[src/rtl/por_seq_pkg.sv]
// Shared types and constants for the power-on-reset sequencer.
package por_seq_pkg;

  // Sequencer states. Domain A is released in UP1. Domain B is released in UP2.
  typedef enum logic [2:0] {
    OFF  = 3'd0,
    DEB1 = 3'd1,
    DLY1 = 3'd2,
    UP1  = 3'd3,
    DEB2 = 3'd4,
    DLY2 = 3'd5,
    UP2  = 3'd6
  } state_t;

  // Check codes driven to the pads. Each one is distinct, so a stuck pin shows up.
  localparam logic [3:0] CHK_OFF = 4'h0;
  localparam logic [3:0] CHK_A   = 4'h9;
  localparam logic [3:0] CHK_AB  = 4'h5;

  // Status encodings: {domain B up, domain A up}.
  localparam logic [1:0] ST_OFF = 2'b00;
  localparam logic [1:0] ST_A   = 2'b01;
  localparam logic [1:0] ST_AB  = 2'b11;

endpackage

[src/rtl/por_sync.sv]
// Multi-flop synchroniser for one asynchronous power-good flag.
// Every stage clears to 0, so after reset the flag reads as "power not good".
module por_sync #(
  parameter int unsigned SYNC_STAGES = 2
) (
  input  logic clock,
  input  logic resetb,
  input  logic d,
  output logic q
);

  logic [SYNC_STAGES-1:0] sync_reg;

  genvar gi;
  generate
    for (gi = 0; gi < SYNC_STAGES; gi++) begin : g_stage
      if (gi == 0) begin : g_first
        // First stage samples the asynchronous input.
        always_ff @(posedge clock or negedge resetb) begin
          if (!resetb) sync_reg[gi] <= 1'b0;
          else         sync_reg[gi] <= d;
        end
      end else begin : g_rest
        // Later stages give a metastable value time to resolve.
        always_ff @(posedge clock or negedge resetb) begin
          if (!resetb) sync_reg[gi] <= 1'b0;
          else         sync_reg[gi] <= sync_reg[gi-1];
        end
      end
    end
  endgenerate

  assign q = sync_reg[SYNC_STAGES-1];

endmodule

[src/rtl/por_sequencer.sv]
// Staged release of user-domain resets from two power-good detectors.
// Each flag is synchronised and debounced. Each domain is then held for a fixed
// delay before its reset is released. A brown-out reasserts the affected resets
// and sets a sticky fault.
module por_sequencer
  import por_seq_pkg::*;
#(
  parameter int unsigned SYNC_STAGES     = 2,
  parameter int unsigned DEBOUNCE_CYCLES = 16,
  parameter int unsigned RELEASE_DELAY   = 8,
  parameter int unsigned CNT_W           = 8
) (
  input  logic       clock,
  input  logic       resetb,
  input  logic       por1_i,
  input  logic       por2_i,
  input  logic       fault_clr,
  output logic       rst_a_n,
  output logic       rst_b_n,
  output logic [1:0] status,
  output logic [3:0] checkbits,
  output logic       fault_o
);

  logic             por1_s;
  logic             por2_s;
  state_t           state_reg, state_next;
  logic [CNT_W-1:0] cnt_reg, cnt_next;
  logic             deb_done, dly_done;
  logic             counting;
  logic             fault_set, fault_next;
  logic             rst_a_next, rst_b_next;
  logic [1:0]       status_next;
  logic [3:0]       checkbits_next;

  por_sync #(.SYNC_STAGES(SYNC_STAGES)) u_sync_por1 (
    .clock  (clock),
    .resetb (resetb),
    .d      (por1_i),
    .q      (por1_s)
  );

  por_sync #(.SYNC_STAGES(SYNC_STAGES)) u_sync_por2 (
    .clock  (clock),
    .resetb (resetb),
    .d      (por2_i),
    .q      (por2_s)
  );

  assign deb_done = (cnt_reg == CNT_W'(DEBOUNCE_CYCLES - 1));
  assign dly_done = (cnt_reg == CNT_W'(RELEASE_DELAY - 1));

  // State, counter and all outputs are registered together, so every output
  // changes on the same edge as the state and cannot glitch.
  always_ff @(posedge clock or negedge resetb) begin
    if (!resetb) begin
      state_reg <= OFF;
      cnt_reg   <= '0;
      rst_a_n   <= 1'b0;
      rst_b_n   <= 1'b0;
      status    <= ST_OFF;
      checkbits <= CHK_OFF;
      fault_o   <= 1'b0;
    end else begin
      state_reg <= state_next;
      cnt_reg   <= cnt_next;
      rst_a_n   <= rst_a_next;
      rst_b_n   <= rst_b_next;
      status    <= status_next;
      checkbits <= checkbits_next;
      fault_o   <= fault_next;
    end
  end

  // Next-state logic. Loss of por1 always wins and drops straight to OFF.
  always_comb begin
    state_next = state_reg;
    if (state_reg != OFF && !por1_s) begin
      state_next = OFF;
    end else begin
      case (state_reg)
        OFF:     if (por1_s) state_next = DEB1;
        DEB1:    if (deb_done) state_next = DLY1;
        DLY1:    if (dly_done) state_next = UP1;
        UP1:     if (por2_s) state_next = DEB2;
        DEB2:    if (!por2_s) state_next = UP1;
                 else if (deb_done) state_next = DLY2;
        DLY2:    if (!por2_s) state_next = UP1;
                 else if (dly_done) state_next = UP2;
        UP2:     if (!por2_s) state_next = UP1;
        default: state_next = OFF;
      endcase
    end
  end

  // Counter restarts on every state change and runs only in the debounce and delay states.
  always_comb begin
    counting = (state_reg == DEB1) || (state_reg == DLY1) ||
               (state_reg == DEB2) || (state_reg == DLY2);
    cnt_next = cnt_reg;
    if (state_next != state_reg) cnt_next = '0;
    else if (counting)           cnt_next = cnt_reg + 1'b1;
  end

  // Output decode from the next state. The sticky fault sets on any loss of a
  // domain that was already up, and a set beats a coincident clear.
  always_comb begin
    rst_a_next     = 1'b0;
    rst_b_next     = 1'b0;
    status_next    = ST_OFF;
    checkbits_next = CHK_OFF;
    case (state_next)
      UP1, DEB2, DLY2: begin
        rst_a_next     = 1'b1;
        status_next    = ST_A;
        checkbits_next = CHK_A;
      end
      UP2: begin
        rst_a_next     = 1'b1;
        rst_b_next     = 1'b1;
        status_next    = ST_AB;
        checkbits_next = CHK_AB;
      end
      default: ;
    endcase

    fault_set = ((state_reg == UP1 || state_reg == DEB2 || state_reg == DLY2 ||
                  state_reg == UP2) && state_next == OFF) ||
                (state_reg == UP2 && state_next == UP1);
    fault_next = fault_o;
    if (fault_set)      fault_next = 1'b1;
    else if (fault_clr) fault_next = 1'b0;
  end

endmodule

[config.mk]
export PLATFORM = sky130hd
export DESIGN_NAME = por_sequencer
export DESIGN_NICKNAME = d
export VERILOG_FILES = /design/src/rtl/por_seq_pkg.sv /design/src/rtl/por_sync.sv /design/src/rtl/por_sequencer.sv
export SDC_FILE = /design/constraint.sdc
export NUM_CORES = 1
export LEC_CHECK = 0
export CELL_PAD_IN_SITES_DETAIL_PLACEMENT = 1
export CELL_PAD_IN_SITES_GLOBAL_PLACEMENT = 1
export CORE_AREA = 4 4 61 63
export CTS_BUF_LIST = sky130_fd_sc_hd__clkbuf_16
export CTS_CLUSTER_DIAMETER = 100
export DETAILED_ROUTE_END_ITERATION = 10
export DIE_AREA = 0 0 65 67
export PLACE_DENSITY = 0.71
export SYNTH_ARGS = -nofsm -noshare
export SYNTH_HDL_FRONTEND = slang
export SYNTH_HIERARCHICAL = 1
export SYNTH_SLANG_ARGS = --single-unit
[constraint.sdc]
create_clock -name clock -period 2.36 [get_ports clock]
set_input_delay 0.236 -clock clock [delete_from_list [all_inputs] [get_ports clock]]
set_output_delay 0.236 -clock clock [all_outputs]
set_load 0.05 [all_outputs]
==> results of run 1 <==
==> cell usage after synthesis, drive strengths merged, types with 2 or more instances <==
library cell,count
nand2,11
o21ai,5
xor2,6
mux2i,2
and4bb,2
buf,7
xnor2,5
dfrtp,20
a21oi,2
inv,7
nor3,9
nand4,4
nand3,4
clkbuf,3
nor2,6
==> kinds of logic after synthesis <==
| group | Yosys count | synth area share [%] |
|---|---|---|
| and+or+nand+nor | 44 | 26.03 |
| muxes | 2 | 1.728 |
| DFF | 20 | 43.20 |
| other | 1 | 0.3237 |
| AOI/OAI and AO/OA | 15 | 11.45 |
| xor gates and xnor gates | 11 | 8.963 |
| buffers and inverters | 17 | 7.235 |
| adders and majority gates | 1 | 1.080 |
==> worst max-delay path: cells and delay by family, from the launching register on <==
kind | cells | cell delay [ns]
AOI/OAI and AO/OA | 2 | 0.71
adders and majority gates | 1 | 0.24
DFF | 1 | 0.41
and+or+nand+nor | 3 | 0.55
==> final cells by class <==
class	instances	area (sq um)
Fill cell	369	1852
Multi-Input combinational cell	74	574.3
Sequential cell	20	500.5
Timing Repair Buffer	15	142.6
Clock buffer	3	75.07
Tap cell	46	57.56
Inverter	7	26.28
Clock inverter	1	3.754
==> per-stage QoR <==
step	util, %	std cells	area [sq um]
5_1_grt	42.70	166	1380
4_1_cts	42.70	166	1380
3_5_place_dp	40.26	162	1301
6_report	42.70	166	1380
3_3_place_gp	40.26	162	1301
2_1_floorplan	-	111	1159
==> power by group <==
group / switching, mW / internal, mW / total [mW]
combinational: 0.173 / 0.112 / 0.285
clock: 0.118 / 0.225 / 0.343
sequential: 0.0450 / 0.373 / 0.418
total: 0.336 / 0.711 / 1.05
==> worst min-delay path by stage <==
stage / from / to / depth (start not counted)
3_5_place_dp: u_sync_por2/sync_reg[0]$_DFF_PN0_ / u_sync_por2/q$_DFF_PN0_ / 0
3_3_place_gp: u_sync_por2/sync_reg[0]$_DFF_PN0_ / u_sync_por2/q$_DFF_PN0_ / 0
5_1_grt: resetb / cnt_reg[7]$_DFFE_PN0P_ / 2
6_report: resetb / cnt_reg[7]$_DFFE_PN0P_ / 2
2_1_floorplan: resetb / checkbits[3]$_DFF_PN0_ / 0
4_1_cts: resetb / cnt_reg[7]$_DFFE_PN0P_ / 2
==> layer usage <==
layer  up-vias  part of all wire [%]  global-route usage, %  wire length, um
met5         -                     0                      0                0
met1       417                    43                  16.15             1075
li1        399                     -                      -                -
met4         0                   2.6                  7.916               65
met3         4                   1.7                  1.518               43
met2        12                    52                  22.73             1307
==> flow_summary.yaml, run 1 <==
sta:
  hold_viol: 0
  timing.final.crit_share_pct: 84.55
  fin_setup_tns_ns: 0
  finalCriticalPeriod_ns: 1.995
  relSlewSlack_pct: 64.94
  clock_skew_ns: 0.004223
  finalWorstSetupSlack_ns: 0.3646
  fmax_mhz: 501.1
  rsz0062_at_grt: "no"
  timing.hold.ws_ns: 0.3362
  setup_viol: 0
  worst_slew_pin_slew_ns: 0.5243
  drv_slew: 0
clock_network:
  cts_buffer_depth: 2
  h-tree-depth: 1
  postCtsSetupBuffers: 0
  clock_latency_ns: 0.25
  clock-root-buffer: "clkbuf_16"
  numCtsBuffers: 3
  cts_tree: "yes"
  holdBufCountCts: 0
  clkSinkCount: 20
  clk_pin_slew_ns: 0.05
  postCtsResizedCells: 0
logic_synthesis:
  ys.flop_type: "dfrtp_1"
  synth_area_sq_um: 1159
  synth.largest_area_cell: "dfrtp_1"
  syn-num-nets: 117
  ys.warnings.count: 6
  yosysSeqAreaShare_pct: 43.20
  synth_edf_count: 0
  synth_top_area_share_pct: 43.20
  netlist_instances: 111
  synth-seq-cells: 20
  synth_cell_types: 41
  netlist_top_cells_area: "dfrtp_1 43%, nor3_2 6.9%, xor2_1 4.5%, nand2_1 3.2%, xnor2_1 3.0%"
  syn_area_per_cell_sq_um: 10.44
  synthArstFlopShare_pct: 100.0
detailed_routing:
  drt_iter0_markers: 17
  vias_per_cell: 5.012
  routed_wl_um: 2492
  routedWlPerCell_um: 15.01
  drc: 0
  dr_total_vias: 832
  antenna_left: 0
  dr.pass1.iters: 4
final_layout:
  largest_register_ffs: 8
  final_common_cell: "dfrtp_1"
  syn2layout_area_growth_pct: 19.11
  drive_gt1_share_pct: 20.83
  mostFrequentLayoutCells: "20 x dfrtp_1, 12 x clkdlybuf4s50_1, 10 x nand2_1"
  n_antenna_cell: 0
  nets: 127
global_route:
  grt_pass1_vias: 853
  antenna_found_initial: 0
  grt_first_pass_wirelength_um: 4291
  gr-total-overflow: 0
  grt_start_max_net_pins: 21
  grt_usage_pct: 13.35
setup_path:
  crit_path_top_delay_cell: "o311a_4"
  slowest_delay_ns: 0.43
  reg2reg_from: "cnt_reg[0]$_DFFE_PN0P_"
  startpoint: "cnt_reg[0]$_DFFE_PN0P_"
  cp-end-kind: "flop"
  cp-start-kind: "flop"
  reg2reg_to: "cnt_reg[6]$_DFFE_PN0P_"
  critical_path_arrival_ns: 2.17
  crit_chain: "ha_1 > and4bb_4 > nand2_2 > o31a_1 > o311a_4 > nor3_2"
  criticalPathCategory: "reg2reg"
  worstPathRequired_ns: 2.53
  rrSetupSlack_ns: 0.36
  crit_end: "cnt_reg[6]$_DFFE_PN0P_"
  worstRegToRegCells: 6
  crit_fanout: 8
power:
  power_mw: 1.046
  cellLeakagePower_nw: 0.5997
  ir_drop_v: 0.0004883
  powerDensity_nw_per_um2: 758.3
placed_design:
  gp_congestion: 0.7655
  io_buffers: 12
  dp_slack_ns: 0.3623
  hpwlAfterDp_um: 1850
die:
  ios: 14
  core_sq_um: 3232
  dieArea_sq_um: 4355
  core.rowCount: 21
  die_h_um: 67
  floorplan.initialDensity_pct: 35.85
  chipWidth_um: 65
job:
  drv_cap: 0
worst_hold_path:
  hold_path.class: "in2async"
run_status:
  outcome: "completed"
(Power assumes the default switching activity.)
==> run 2, diff against run 1 <==
==> constraint.sdc (replaced) <==
create_clock -name clock -period 2.1 [get_ports clock]
set_input_delay 0.21 -clock clock [delete_from_list [all_inputs] [get_ports clock]]
set_output_delay 0.21 -clock clock [all_outputs]
set_load 0.05 [all_outputs]
==> run 2 against run 1 <==
Net effect:
- total power is 15% higher
- non-clock buffer count is 1 higher
- final area is 0.73% higher
- highest routed layer unchanged
- sequential share of layout area is 0.26 points lower
- die area stayed put
==> flow_summary.yaml, run 2 (synthesis results as in run 1) <==
global_route:
  grt-busiest-layer: "met2"
  global_route.usage.met1_pct: 14.00
  antenna_found_initial: 0
  grt_usage_pct: 13.29
  grtUsageMet2_pct: 25.42
  gr-total-overflow: 0
  use_met3_pct: 2.192
  grt_start_max_net_pins: 21
  grt_pass1_vias: 923
  grt_first_pass_wirelength_um: 4367
sta:
  finalCriticalPeriod_ns: 1.994
  fmax_mhz: 501.4
  hold_viol: 0
  finalWorstSetupSlack_ns: 0.1056
  setup_viol: 0
  drv_slew: 0
  worst_slew_pin_slew_ns: 0.5133
  relSlewSlack_pct: 65.67
  clock_skew_ns: 0.002077
  timing.final.crit_share_pct: 94.97
clock_network:
  cts_buffer_depth: 2
  clkSinkCount: 20
  h-tree-depth: 1
  holdBufCountCts: 0
  numCtsBuffers: 3
  cts_tree: "yes"
  clock-root-buffer: "clkbuf_16"
  clk_pin_slew_ns: 0.06
  clock_latency_ns: 0.25
die:
  core.rowCount: 21
  floorplan.initialDensity_pct: 35.85
  chipWidth_um: 65
  dieArea_sq_um: 4355
  ios: 14
  core_sq_um: 3232
  die_h_um: 67
power:
  comb_power_share_pct: 28.2
  powerDensity_nw_per_um2: 868.9
  ir_drop_v: 0.0004345
  cellLeakagePower_nw: 0.6024
  switchingPower_uw: 396.8
  netSwitchingFraction_pct: 32.85
  internal-power_uw: 811.1
  p_clk_share_pct: 33.1
  pwr-share-seq_pct: 38.7
  power_mw: 1.208
final_layout:
  nets: 128
  n_antenna_cell: 0
  mostFrequentLayoutCells: "20 x dfrtp_1, 12 x clkdlybuf4s50_1, 10 x nand2_1"
  fin_util_pct: 43.01
  syn2layout_area_growth_pct: 19.98
  drive_gt1_share_pct: 22.31
  finalNonFillerCells: 167
  largest_register_ffs: 8
  final_common_cell: "dfrtp_1"
  fillerInstances: 360
  final_area_sq_um: 1390
setup_path:
  path_depth: 6
  crit_family: "compound AO/OA/AOI/OAI gates"
  cp-end-kind: "flop"
  slowest_delay_ns: 0.43
  criticalPathCategory: "reg2reg"
  crit_path_top_delay_cell: "o311a_4"
  crit_chain: "ha_2 > and4bb_4 > nand2_2 > o31a_1 > o311a_4 > nor3_2"
  reg2reg_to: "cnt_reg[2]$_DFFE_PN0P_"
  startpoint: "cnt_reg[1]$_DFFE_PN0P_"
  crit_fanout: 8
  cp-start-kind: "flop"
  worstPathRequired_ns: 2.28
  reg2reg_from: "cnt_reg[1]$_DFFE_PN0P_"
  critical_path_arrival_ns: 2.17
  critical_path_buf_inv_count: 0
  rrSetupSlack_ns: 0.11
  worstRegToRegCells: 6
worst_hold_path:
  hold_path.class: "in2async"
placed_design:
  dpl.cell_count: 162
  place_area_sq_um: 1301
  io_buffers: 12
  hpwlAfterDp_um: 1867
  gp_congestion: 0.7769
  dp_slack_ns: 0.09703
detailed_routing:
  dr.pass1.iters: 4
  routedWlPerCell_um: 15.17
  antenna_left: 0
  vias_per_cell: 5.018
  routed_wl_um: 2534
  drc: 0
  drt_iter0_markers: 20
  dr_total_vias: 838
run_status:
  outcome: "completed"
job:
  drv_cap: 0
-- run 2: cell types whose count changed in the layout (fill, tap and decap cells not counted) --
| cell | change |
|---|---|
| ha_1 | -1 |
| ha_2 | +1 |
| buf_4 | +1 |
-- run 2: how the worst max path moves through the flow --
stage | endpoint
after CTS | cnt_reg[4]$_DFFE_PN0P_
after floorplan | cnt_reg[0]$_DFFE_PN0P_
final | cnt_reg[2]$_DFFE_PN0P_
after global placement | cnt_reg[5]$_DFFE_PN0P_
after detailed placement | cnt_reg[1]$_DFFE_PN0P_
after global routing | cnt_reg[2]$_DFFE_PN0P_
-- run 2: timing repair --
item / 4_1_cts / 5_1_grt
resized for setup: 0 / 1
buffers inserted: 0 / 1
setup endpoints to repair: 0 / 7
-- run 2: routing by layer --
metal  vias to the layer above  share of wire (%)
met2                        10                 54
met4                         0                2.0
met1                       419                 42
li1                        404                  -
met3                         5                2.0
met5                         -                  0
-- run 2: layout make-up --
class	instances	area [sq um]	area share [%]
inverter	7	26.28	1.890
multi-input combinational	74	576.8	41.49
clock inverter	1	3.754	0.2700
clock buffer	3	75.07	5.401
tap	46	57.56	4.140
timing repair buffer	16	150.1	10.80
sequential	20	500.5	36.00
-- run 2: through the flow --
stage | hold WS (ns) | TNS [ns]
floorplan | -0.08559 | 0
global placement | 0.3339 | 0
detailed placement | 0.3363 | 0
CTS | 0.3100 | 0
global route | 0.3273 | -0.03902
finish | 0.2963 | 0
-- run 2: power by group through the flow --
stage	registers, mW	clock network, mW	logic [mW]
3_5_place_dp	0.476	0	0.324
2_1_floorplan	0.449	0	0.277
6_report	0.467	0.400	0.341
5_1_grt	0.474	0.421	0.380
3_3_place_gp	0.473	0	0.309
4_1_cts	0.469	0.411	0.326
